### config.mk
export PLATFORM = sky130hd
export DESIGN_NAME = fpu_cmd_sequencer
export DESIGN_NICKNAME = d
export VERILOG_FILES = /design/src/rtl/fpu_pkg.sv /design/src/rtl/fpu_cmd_sequencer.sv
export SDC_FILE = /design/constraint.sdc
export NUM_CORES = 1
export LEC_CHECK = 0
export CAP_MARGIN = 10
export CORE_MARGIN = 10
export CORE_UTILIZATION = 35
export CTS_CLUSTER_SIZE = 16
export DETAILED_ROUTE_END_ITERATION = 10
export PLACE_DENSITY = 0.81
export SLEW_MARGIN = 5
export SYNTH_ARGS = -nofsm -noshare
export SYNTH_HDL_FRONTEND = slang
export SYNTH_SLANG_ARGS = --single-unit
### constraint.sdc
create_clock -name clk -period 10.4 [get_ports clk]
set_input_delay 2.6 -clock clk [delete_from_list [all_inputs] [get_ports clk]]
set_output_delay 2.6 -clock clk [all_outputs]
set_load 0.005 [all_outputs]
### src/rtl/fpu_pkg.sv
// Shared definitions for the FPU command path: operation codes, register
// offsets inside the FPU window, default window base and sequencer states.
package fpu_pkg;

    typedef enum logic [1:0] {
        OP_NONE = 2'd0,
        OP_ADD  = 2'd1,
        OP_SUB  = 2'd2,
        OP_MUL  = 2'd3
    } fpu_op_t;

    localparam logic [5:0]  OFF_A            = 6'h00;
    localparam logic [5:0]  OFF_B            = 6'h04;
    localparam logic [5:0]  OFF_CMD          = 6'h08;
    localparam logic [12:0] FPU_BASE_DEFAULT = 13'h0600;

    typedef enum logic [2:0] {
        ST_IDLE   = 3'd0,
        ST_WR_A   = 3'd1,
        ST_WR_B   = 3'd2,
        ST_WR_CMD = 3'd3,
        ST_WAIT   = 3'd4,
        ST_RESP   = 3'd5
    } seq_state_t;

    // Register address inside the window; base has its low six bits clear,
    // so the add never carries into the base field.
    function automatic logic [12:0] reg_addr(input logic [12:0] base, input logic [5:0] off);
        return base + {7'b0, off};
    endfunction

endpackage

### src/rtl/fpu_cmd_sequencer.sv
// Upstream driver for the memory-mapped FPU register block. Takes one
// (op, A, B) request, writes A, B and the command into the FPU window,
// waits READ_WAIT cycles, captures the FPU result and returns it.
//
// Handshake semantics (both interfaces): a transfer happens on a rising clk
// edge where valid && ready are both high. The source holds valid and its
// payload stable until that edge; ready never depends combinationally on
// valid. Here req_ready = (state == IDLE) and rsp_valid = (state == RESP).
module fpu_cmd_sequencer
    import fpu_pkg::*;
#(
    parameter logic [12:0] BASE_ADDR = FPU_BASE_DEFAULT,
    parameter int          READ_WAIT = 1
) (
    input  logic        clk,
    input  logic        reset,
    input  logic        req_valid,
    output logic        req_ready,
    input  logic [1:0]  req_op,
    input  logic [31:0] req_a,
    input  logic [31:0] req_b,
    output logic        rsp_valid,
    input  logic        rsp_ready,
    output logic [31:0] rsp_data,
    output logic        rsp_err,
    output logic        fpu_cs,
    output logic [12:0] fpu_addr,
    output logic [31:0] fpu_wdata,
    input  logic [31:0] fpu_rdata,
    output logic        busy,
    output seq_state_t  dbg_state
);

    localparam int CW = (READ_WAIT > 1) ? $clog2(READ_WAIT) : 1;
    localparam logic [CW-1:0] CNT_LOAD = CW'(READ_WAIT - 1);

    seq_state_t    state, state_next;
    fpu_op_t       op_q;
    logic [31:0]   a_q, b_q;
    logic [CW-1:0] cnt;

    logic          req_fire;
    logic          req_is_none;
    logic          cs_next;
    logic [12:0]   addr_next;
    logic [31:0]   wdata_next;

    assign req_ready   = (state == ST_IDLE);
    assign rsp_valid   = (state == ST_RESP);
    assign busy        = (state != ST_IDLE);
    assign dbg_state   = state;
    assign req_fire    = req_valid && req_ready;
    assign req_is_none = (req_op == OP_NONE);

    // Next-state decode plus the bus values for the cycle after this edge;
    // bus outputs are then registered so nothing reaches the FPU pins
    // combinationally from req_*.
    always_comb begin
        state_next = state;
        cs_next    = 1'b0;
        addr_next  = 13'h0;
        wdata_next = 32'h0;
        case (state)
            ST_IDLE: begin
                if (req_fire) begin
                    if (req_is_none) begin
                        state_next = ST_RESP;
                    end else begin
                        state_next = ST_WR_A;
                        cs_next    = 1'b1;
                        addr_next  = reg_addr(BASE_ADDR, OFF_A);
                        wdata_next = req_a;
                    end
                end
            end
            ST_WR_A: begin
                state_next = ST_WR_B;
                cs_next    = 1'b1;
                addr_next  = reg_addr(BASE_ADDR, OFF_B);
                wdata_next = b_q;
            end
            ST_WR_B: begin
                state_next = ST_WR_CMD;
                cs_next    = 1'b1;
                addr_next  = reg_addr(BASE_ADDR, OFF_CMD);
                wdata_next = {30'b0, op_q};
            end
            ST_WR_CMD: begin
                state_next = ST_WAIT;
            end
            ST_WAIT: begin
                if (cnt == '0) begin
                    state_next = ST_RESP;
                end
            end
            ST_RESP: begin
                if (rsp_ready) begin
                    state_next = ST_IDLE;
                end
            end
            default: begin
                state_next = ST_IDLE;
            end
        endcase
    end

    // State register.
    always_ff @(posedge clk or posedge reset) begin
        if (reset) begin
            state <= ST_IDLE;
        end else begin
            state <= state_next;
        end
    end

    // Request latch: captured once at the handshake, ignored afterwards.
    always_ff @(posedge clk or posedge reset) begin
        if (reset) begin
            op_q <= OP_NONE;
            a_q  <= 32'h0;
            b_q  <= 32'h0;
        end else if (req_fire) begin
            op_q <= fpu_op_t'(req_op);
            a_q  <= req_a;
            b_q  <= req_b;
        end
    end

    // Registered FPU bus; address and data are forced to zero outside a write.
    always_ff @(posedge clk or posedge reset) begin
        if (reset) begin
            fpu_cs    <= 1'b0;
            fpu_addr  <= 13'h0;
            fpu_wdata <= 32'h0;
        end else begin
            fpu_cs    <= cs_next;
            fpu_addr  <= addr_next;
            fpu_wdata <= wdata_next;
        end
    end

    // Result wait counter: loaded as WAIT is entered, counts down to zero.
    always_ff @(posedge clk or posedge reset) begin
        if (reset) begin
            cnt <= '0;
        end else if (state == ST_WR_CMD) begin
            cnt <= CNT_LOAD;
        end else if (state == ST_WAIT && cnt != '0) begin
            cnt <= cnt - 1'b1;
        end
    end

    // Response payload: FPU result captured on the last WAIT cycle, or the
    // error response for an op-0 request; rsp_data holds after the handshake.
    always_ff @(posedge clk or posedge reset) begin
        if (reset) begin
            rsp_data <= 32'h0;
            rsp_err  <= 1'b0;
        end else begin
            if (req_fire && req_is_none) begin
                rsp_data <= 32'h0;
                rsp_err  <= 1'b1;
            end else if (state == ST_WAIT && cnt == '0) begin
                rsp_data <= fpu_rdata;
                rsp_err  <= 1'b0;
            end else if (state == ST_RESP && rsp_ready) begin
                rsp_err  <= 1'b0;
            end
        end
    end

endmodule

==> flow_metrics.tcl, run 1 <==
set metrics [dict create \
    outcome "finished clean" \
    maxCapViolations 0 \
    ctsRootBufferMaster "clkbuf_16" \
    worstMarginPinSlew_ns 1.104 \
    synth_warnings 0 \
    pre_cts_ws_ns 5.331 \
    hold_violations 0 \
    synth_top_area_cell "dfrtp_1" \
    ys_ff_latch 106 \
    drtIter0Drc 176 \
    reg2reg_depth 4 \
    crit_path_max_fanout 36 \
    synth-xor-area-share_pct 0.2053 \
    hp-start "rsp_err$_DFFE_PP0P_" \
    min_delay_worst_endpoint "rsp_err$_DFFE_PP0P_" \
    core_area_um2 11960 \
    synthMuxAreaShare_pct 11.53 \
    worstSetupEndpointType "flip-flop" \
    r2r_setup_slack_ns 7.81 \
    fin_ws_ns 5.697 \
    die_area_um2 17000 \
    r2r_end "fpu_wdata[16]$_DFF_PP0_" \
    fillers 1055 \
    routed-via-count 3123 \
    clk_pin_slew_worst_paths_ns 0.07 \
    hpwl_um 9048 \
    avgViaCountPerCell 4.775 \
    grt_usage_pct 14.15 \
    irDropWorstVdd_uv 209.2 \
    p_leak_nw 2.863 \
    routedWlPerCell_um 18.51 \
    synth_top_family_by_area "compound AO/OA/AOI/OAI gates" \
    post_cts_buffers 0 \
    finClkSkew_ns 0.006276 \
    hp-class "flip-flop to flip-flop" \
    period_share_pct 45.22 \
    critPathMaxStageDelay_ns 0.64 \
    synthSimpleGateAreaFrac_pct 8.800 \
    grt_max_degree 69 \
    crit_path_start_kind "input pin" \
    layout-drive-gt1-share_pct 11.44 \
    routed_wl_um 12110 \
    route.detailed.drc 0 \
    final_common_cell "clkdlybuf4s50_1" \
    avgSynthCellArea_um2 12.69 \
    fin_nets 604 \
    die_x_um 130.4 \
    path_delay_family "simple AND/OR/NAND/NOR gates" \
    diodes 0 \
    slew_violations 0 \
    max_freq_ghz 0.2126 \
    layout_common_cells "177 x clkdlybuf4s50_1, 106 x dfrtp_1, 66 x nand2_1" \
    initial_core_util_pct 35.66 \
    io_buffers 177 \
    required_ns 10.66 \
    clkLatencyLatePin_ns 0.34 \
    ys_seq_area_share_pct 62.19 \
    p_per_area_nw_per_um2 273.3 \
    path_cells "clkdlybuf4s50_1, or4b_2, buf_4, nor2_4, a22o_1" \
    cts_buffer_depth 2 \
    min_path_cells 1 \
    r2r_start "dbg_state[0]$_DFFE_PP0P_" \
    htree_levels 3 \
    grt_pass1_wl_um 18920 \
    syn_area_um2 4265 \
    clkSinkCount 106 \
    setup_viol 0 \
    critPathArrivalTime_ns 4.97 \
    path_class "input pin to flip-flop" \
    postRouteAntennaNets 0 \
    grt_pass1_vias 3379 \
    syn_inst 336 \
    cts_tree "done" \
    synth_compound_area_share_pct 11.73 \
    whs_ns 0.4940 \
    maxSlewHeadroom_pct 26.38 \
    gp_congestion 0.7577 \
    synth.distinct_cells 28 \
    area_growth_pct 49.22 \
    cts_resized 0 \
    die_h_um 130.4 \
    rsz0062_at_grt "no" \
    final.min_clock_period_ns 4.703 \
    synth-adder-area-share_pct 0 \
    num_io_pins 187 \
    path_buf_inv 2 \
    numCtsBuffers 9 \
    grt-ovfl-total 0 \
    critPathSlowestCell "nor2_4" \
    tns_ns 0 \
    grt_antenna_before_repair 0 \
    synth.area.top_cells "dfrtp_1 62%, mux2_4 10%, a22o_1 6.6%, nand2_1 5.8%, buf_4 2.5%" \
    dr.pass1.iters 4 \
    postCtsHoldBufs 0 \
    rows 40 \
    synth_top_area_share_pct 62.19 \
]
## stage by stage
| stage | utilization (%) | total power, mW | cell area [µm²] | cells |
|---|---|---|---|---|
| 6_report | 53.21 | 1.740 | 6365 | 654 |
| 5_1_grt | 53.21 | 1.858 | 6365 | 654 |
| 4_1_cts | 53.21 | 1.764 | 6365 | 654 |
| 3_5_place_dp | 50.80 | 1.430 | 6076 | 638 |
| 3_3_place_gp | 50.80 | 1.400 | 6076 | 638 |
| 2_1_floorplan | - | 1.059 | 4295 | 344 |
## state kept, by name, indices dropped and copies added (netlist names)
name,cells
fpu_addr,3
rsp_data,32
cnt,1
b_q,32
dbg_state,3
rsp_err,1
fpu_wdata,32
op_q,2
## metal layers
metal / part of all wire, % / vias to the layer above / global-route usage (%)
met5: 0 / - / 0
met4: 1.7 / 0 / 4.578
met3: 6.6 / 13 / 3.787
met2: 52 / 95 / 25.01
met1: 39 / 1550 / 16.30
li1: - / 1465 / -
## kinds of logic after synthesis
logic type	count (synthesis)
other cells	1
flops	106
mux	34
xor+xnor	1
compound gates	73
simple gates	84
buf+inv	37
## cells in the mapped netlist (all sizes together)
cell,count
xnor2,1
mux2,34
nor2b,2
inv,3
o21ai,35
conb,1
and2,2
nand2,66
o22ai,1
clkbuf,12
dfrtp,106
a22o,32
buf,22
nor2,5
a32oi,1
or3,1
and3,2
nor3b,2
nor4b,1
a21o,3
o31ai,1
nand3b,1
or4b,2
## area by class of cell
type | instances | area, µm² | area share (%)
multi-input combinational | 201 | 1424 | 22.37
timing repair buffer | 181 | 1802 | 28.31
sequential | 106 | 2653 | 41.67
tap | 147 | 183.9 | 2.890
clock buffer | 11 | 242.7 | 3.814
clock inverter | 5 | 46.29 | 0.7273
inverter | 3 | 13.76 | 0.2162
## report_power, final
| group | internal (mW) | switching, mW | total [mW] |
|---|---|---|---|
| clock | 0.173 | 0.153 | 0.326 |
| combinational | 0.449 | 0.258 | 0.707 |
| sequential | 0.599 | 0.108 | 0.707 |
| total | 1.22 | 0.518 | 1.74 |
## worst register-to-register path: cells and delay by family, from the launching register on
family	cells	cell delay [ns]
AO/OA/AOI/OAI	1	0.26
buffers and inverters	1	0.34
flip-flops	1	0.56
AND/OR/NAND/NOR	2	1.36
## how the worst max path moves through the flow
stage / startpoint / to / slack (ns) / cells after the start
2_1_floorplan: reset / b_q[0]$_DFFE_PP0N_ / 5.01 / 1
3_3_place_gp: req_valid / fpu_wdata[25]$_DFF_PP0_ / 5.39 / 5
3_5_place_dp: req_valid / fpu_wdata[16]$_DFF_PP0_ / 5.33 / 5
4_1_cts: req_valid / fpu_wdata[16]$_DFF_PP0_ / 5.69 / 5
5_1_grt: req_valid / fpu_wdata[15]$_DFF_PP0_ / 5.55 / 5
6_report: req_valid / fpu_wdata[16]$_DFF_PP0_ / 5.70 / 5
Power figures use the tool's default switching activity.
==> inputs of run 2 (changes only) <==
==> constraint.sdc (replaced) <==
create_clock -name clk -period 4.7 [get_ports clk]
set_input_delay 1.175 -clock clk [delete_from_list [all_inputs] [get_ports clk]]
set_output_delay 1.175 -clock clk [all_outputs]
set_load 0.005 [all_outputs]
==> run 2 against run 1 <==
- non-clock buffer count up 1
- power up 120%
- flip-flop and latch count unchanged
- via count up 0.13%
- highest routed layer unchanged
- clock power up 130%
==> flow_metrics.tcl, run 2 (synthesized netlist as in run 1, its figures left out) <==
set metrics [dict create \
    outcome "finished clean" \
    fin_nets 605 \
    hpwl_um 9240 \
    finish.utilization_pct 53.39 \
    tns_ns 0 \
    final.min_clock_period_ns 3.078 \
    p_int_mw 2.748 \
    grt_usage_pct 14.41 \
    htree_levels 3 \
    numCtsBuffers 9 \
    die_x_um 130.4 \
    layout_common_cells "177 x clkdlybuf4s50_1, 106 x dfrtp_1, 66 x nand2_1" \
    power_switching_mw 1.156 \
    fillers 1021 \
    final_area_um2 6386 \
    die_area_um2 17000 \
    grt_antenna_before_repair 0 \
    worstSetupEndpointType "primary output" \
    clkPwrFrac_pct 19.5 \
    pwr-share-seq_pct 40.1 \
    hp-start "rsp_err$_DFFE_PP0P_" \
    pre_cts_ws_ns 1.322 \
    crit_path_max_fanout 16 \
    crit_start "dbg_state[0]$_DFFE_PP0P_" \
    routed_wl_um 12570 \
    p_per_area_nw_per_um2 611.3 \
    final_common_cell "clkdlybuf4s50_1" \
    core_area_um2 11960 \
    setup_viol 0 \
    layout-drive-gt1-share_pct 11.81 \
    routedWlPerCell_um 19.20 \
    diodes 0 \
    route.detailed.drc 0 \
    dr.pass1.iters 4 \
    r2r_setup_slack_ns 2.29 \
    period_share_pct 65.48 \
    fin_ws_ns 1.622 \
    num_io_pins 187 \
    grt_pass1_vias 3406 \
    maxSlewHeadroom_pct 23.72 \
    postCtsHoldBufs 0 \
    rsz0062_at_grt "no" \
    worstMarginPinSlew_ns 1.144 \
    grt_max_degree 42 \
    clkLatencyLatePin_ns 0.34 \
    irDropWorstVdd_uv 370.4 \
    ctsRootBufferMaster "clkbuf_16" \
    max_freq_ghz 0.3249 \
    drtIter0Drc 142 \
    clk_pin_slew_worst_paths_ns 0.06 \
    grt-ovfl-total 0 \
    p_leak_nw 2.871 \
    combPwrFrac_pct 40.4 \
    post_cts_buffers 0 \
    avgViaCountPerCell 4.774 \
    gp_congestion 0.7715 \
    rows 40 \
    cts_tree "done" \
    area_growth_pct 49.72 \
    die_h_um 130.4 \
    maxCapViolations 0 \
    cts_resized 0 \
    slew_violations 0 \
    hp-class "flip-flop to flip-flop" \
    clkSinkCount 106 \
    crit_path_start_kind "flip-flop" \
    grt_pass1_wl_um 19030 \
    routed-via-count 3127 \
    postRouteAntennaNets 0 \
    io_buffers 177 \
    path_class "flip-flop to primary output" \
    critPathArrivalTime_ns 1.90 \
    r2r_start "dbg_state[0]$_DFFE_PP0P_" \
    initial_core_util_pct 35.66 \
    reg_top3 "b_q (32), fpu_wdata (32), rsp_data (32)" \
    p_total_mw 3.904 \
    finClkSkew_ns 0.005780 \
    swShare_pct 29.61 \
    required_ns 3.52 \
    post_dp_cell_area_um2 6083 \
    cts_buffer_depth 2 \
    hold_violations 0 \
]
-- run 2: final timing paths --
path,to,cells past startpoint
max,req_ready,3
min in group asynchronous,rsp_data[13]$_DFFE_PP0P_,2
max reg2reg,rsp_data[30]$_DFFE_PP0P_,4
min reg2reg,rsp_err$_DFFE_PP0P_,1
min,rsp_err$_DFFE_PP0P_,1
max in group asynchronous,rsp_data[11]$_DFFE_PP0P_,3
-- run 2: power groups by stage --
stage / Clock, mW / Sequential, mW / Combinational, mW
final: 0.761 / 1.57 / 1.58
after global placement: 0 / 1.55 / 1.55
after CTS: 0.782 / 1.57 / 1.61
after floorplan: 0 / 1.54 / 0.809
after global routing: 0.818 / 1.62 / 1.71
after detailed placement: 0 / 1.58 / 1.60
-- run 2: layer usage --
metal,GRT usage (%),wire (µm)
met4,6.082,281
met1,15.93,4837
met3,3.546,812
met2,25.85,6642
met5,0,0
-- run 2: layout make-up --
type,instances,area [µm²],share of cell area (%)
multi-input combinational,201,1424,22.30
inverter,3,13.76,0.2155
sequential,106,2653,41.54
timing repair buffer,182,1809,28.33
clock inverter,6,63.81,0.9992
clock buffer,10,239.0,3.742
tap,147,183.9,2.880
-- run 2: through the flow --
stage | hold slack [ns] | instances
floorplan | 0.4672 | 344
global placement | 0.4721 | 639
detailed placement | 0.4718 | 639
CTS | 0.4916 | 655
global route | 0.5232 | 655
finish | 0.4833 | 655
-- run 2: worst max-delay path: stages (launching register included) --
cell	delay [ns]
dfrtp_1	0.55
or3_1	0.43
inv_1	0.08
clkdlybuf4s50_1	0.50
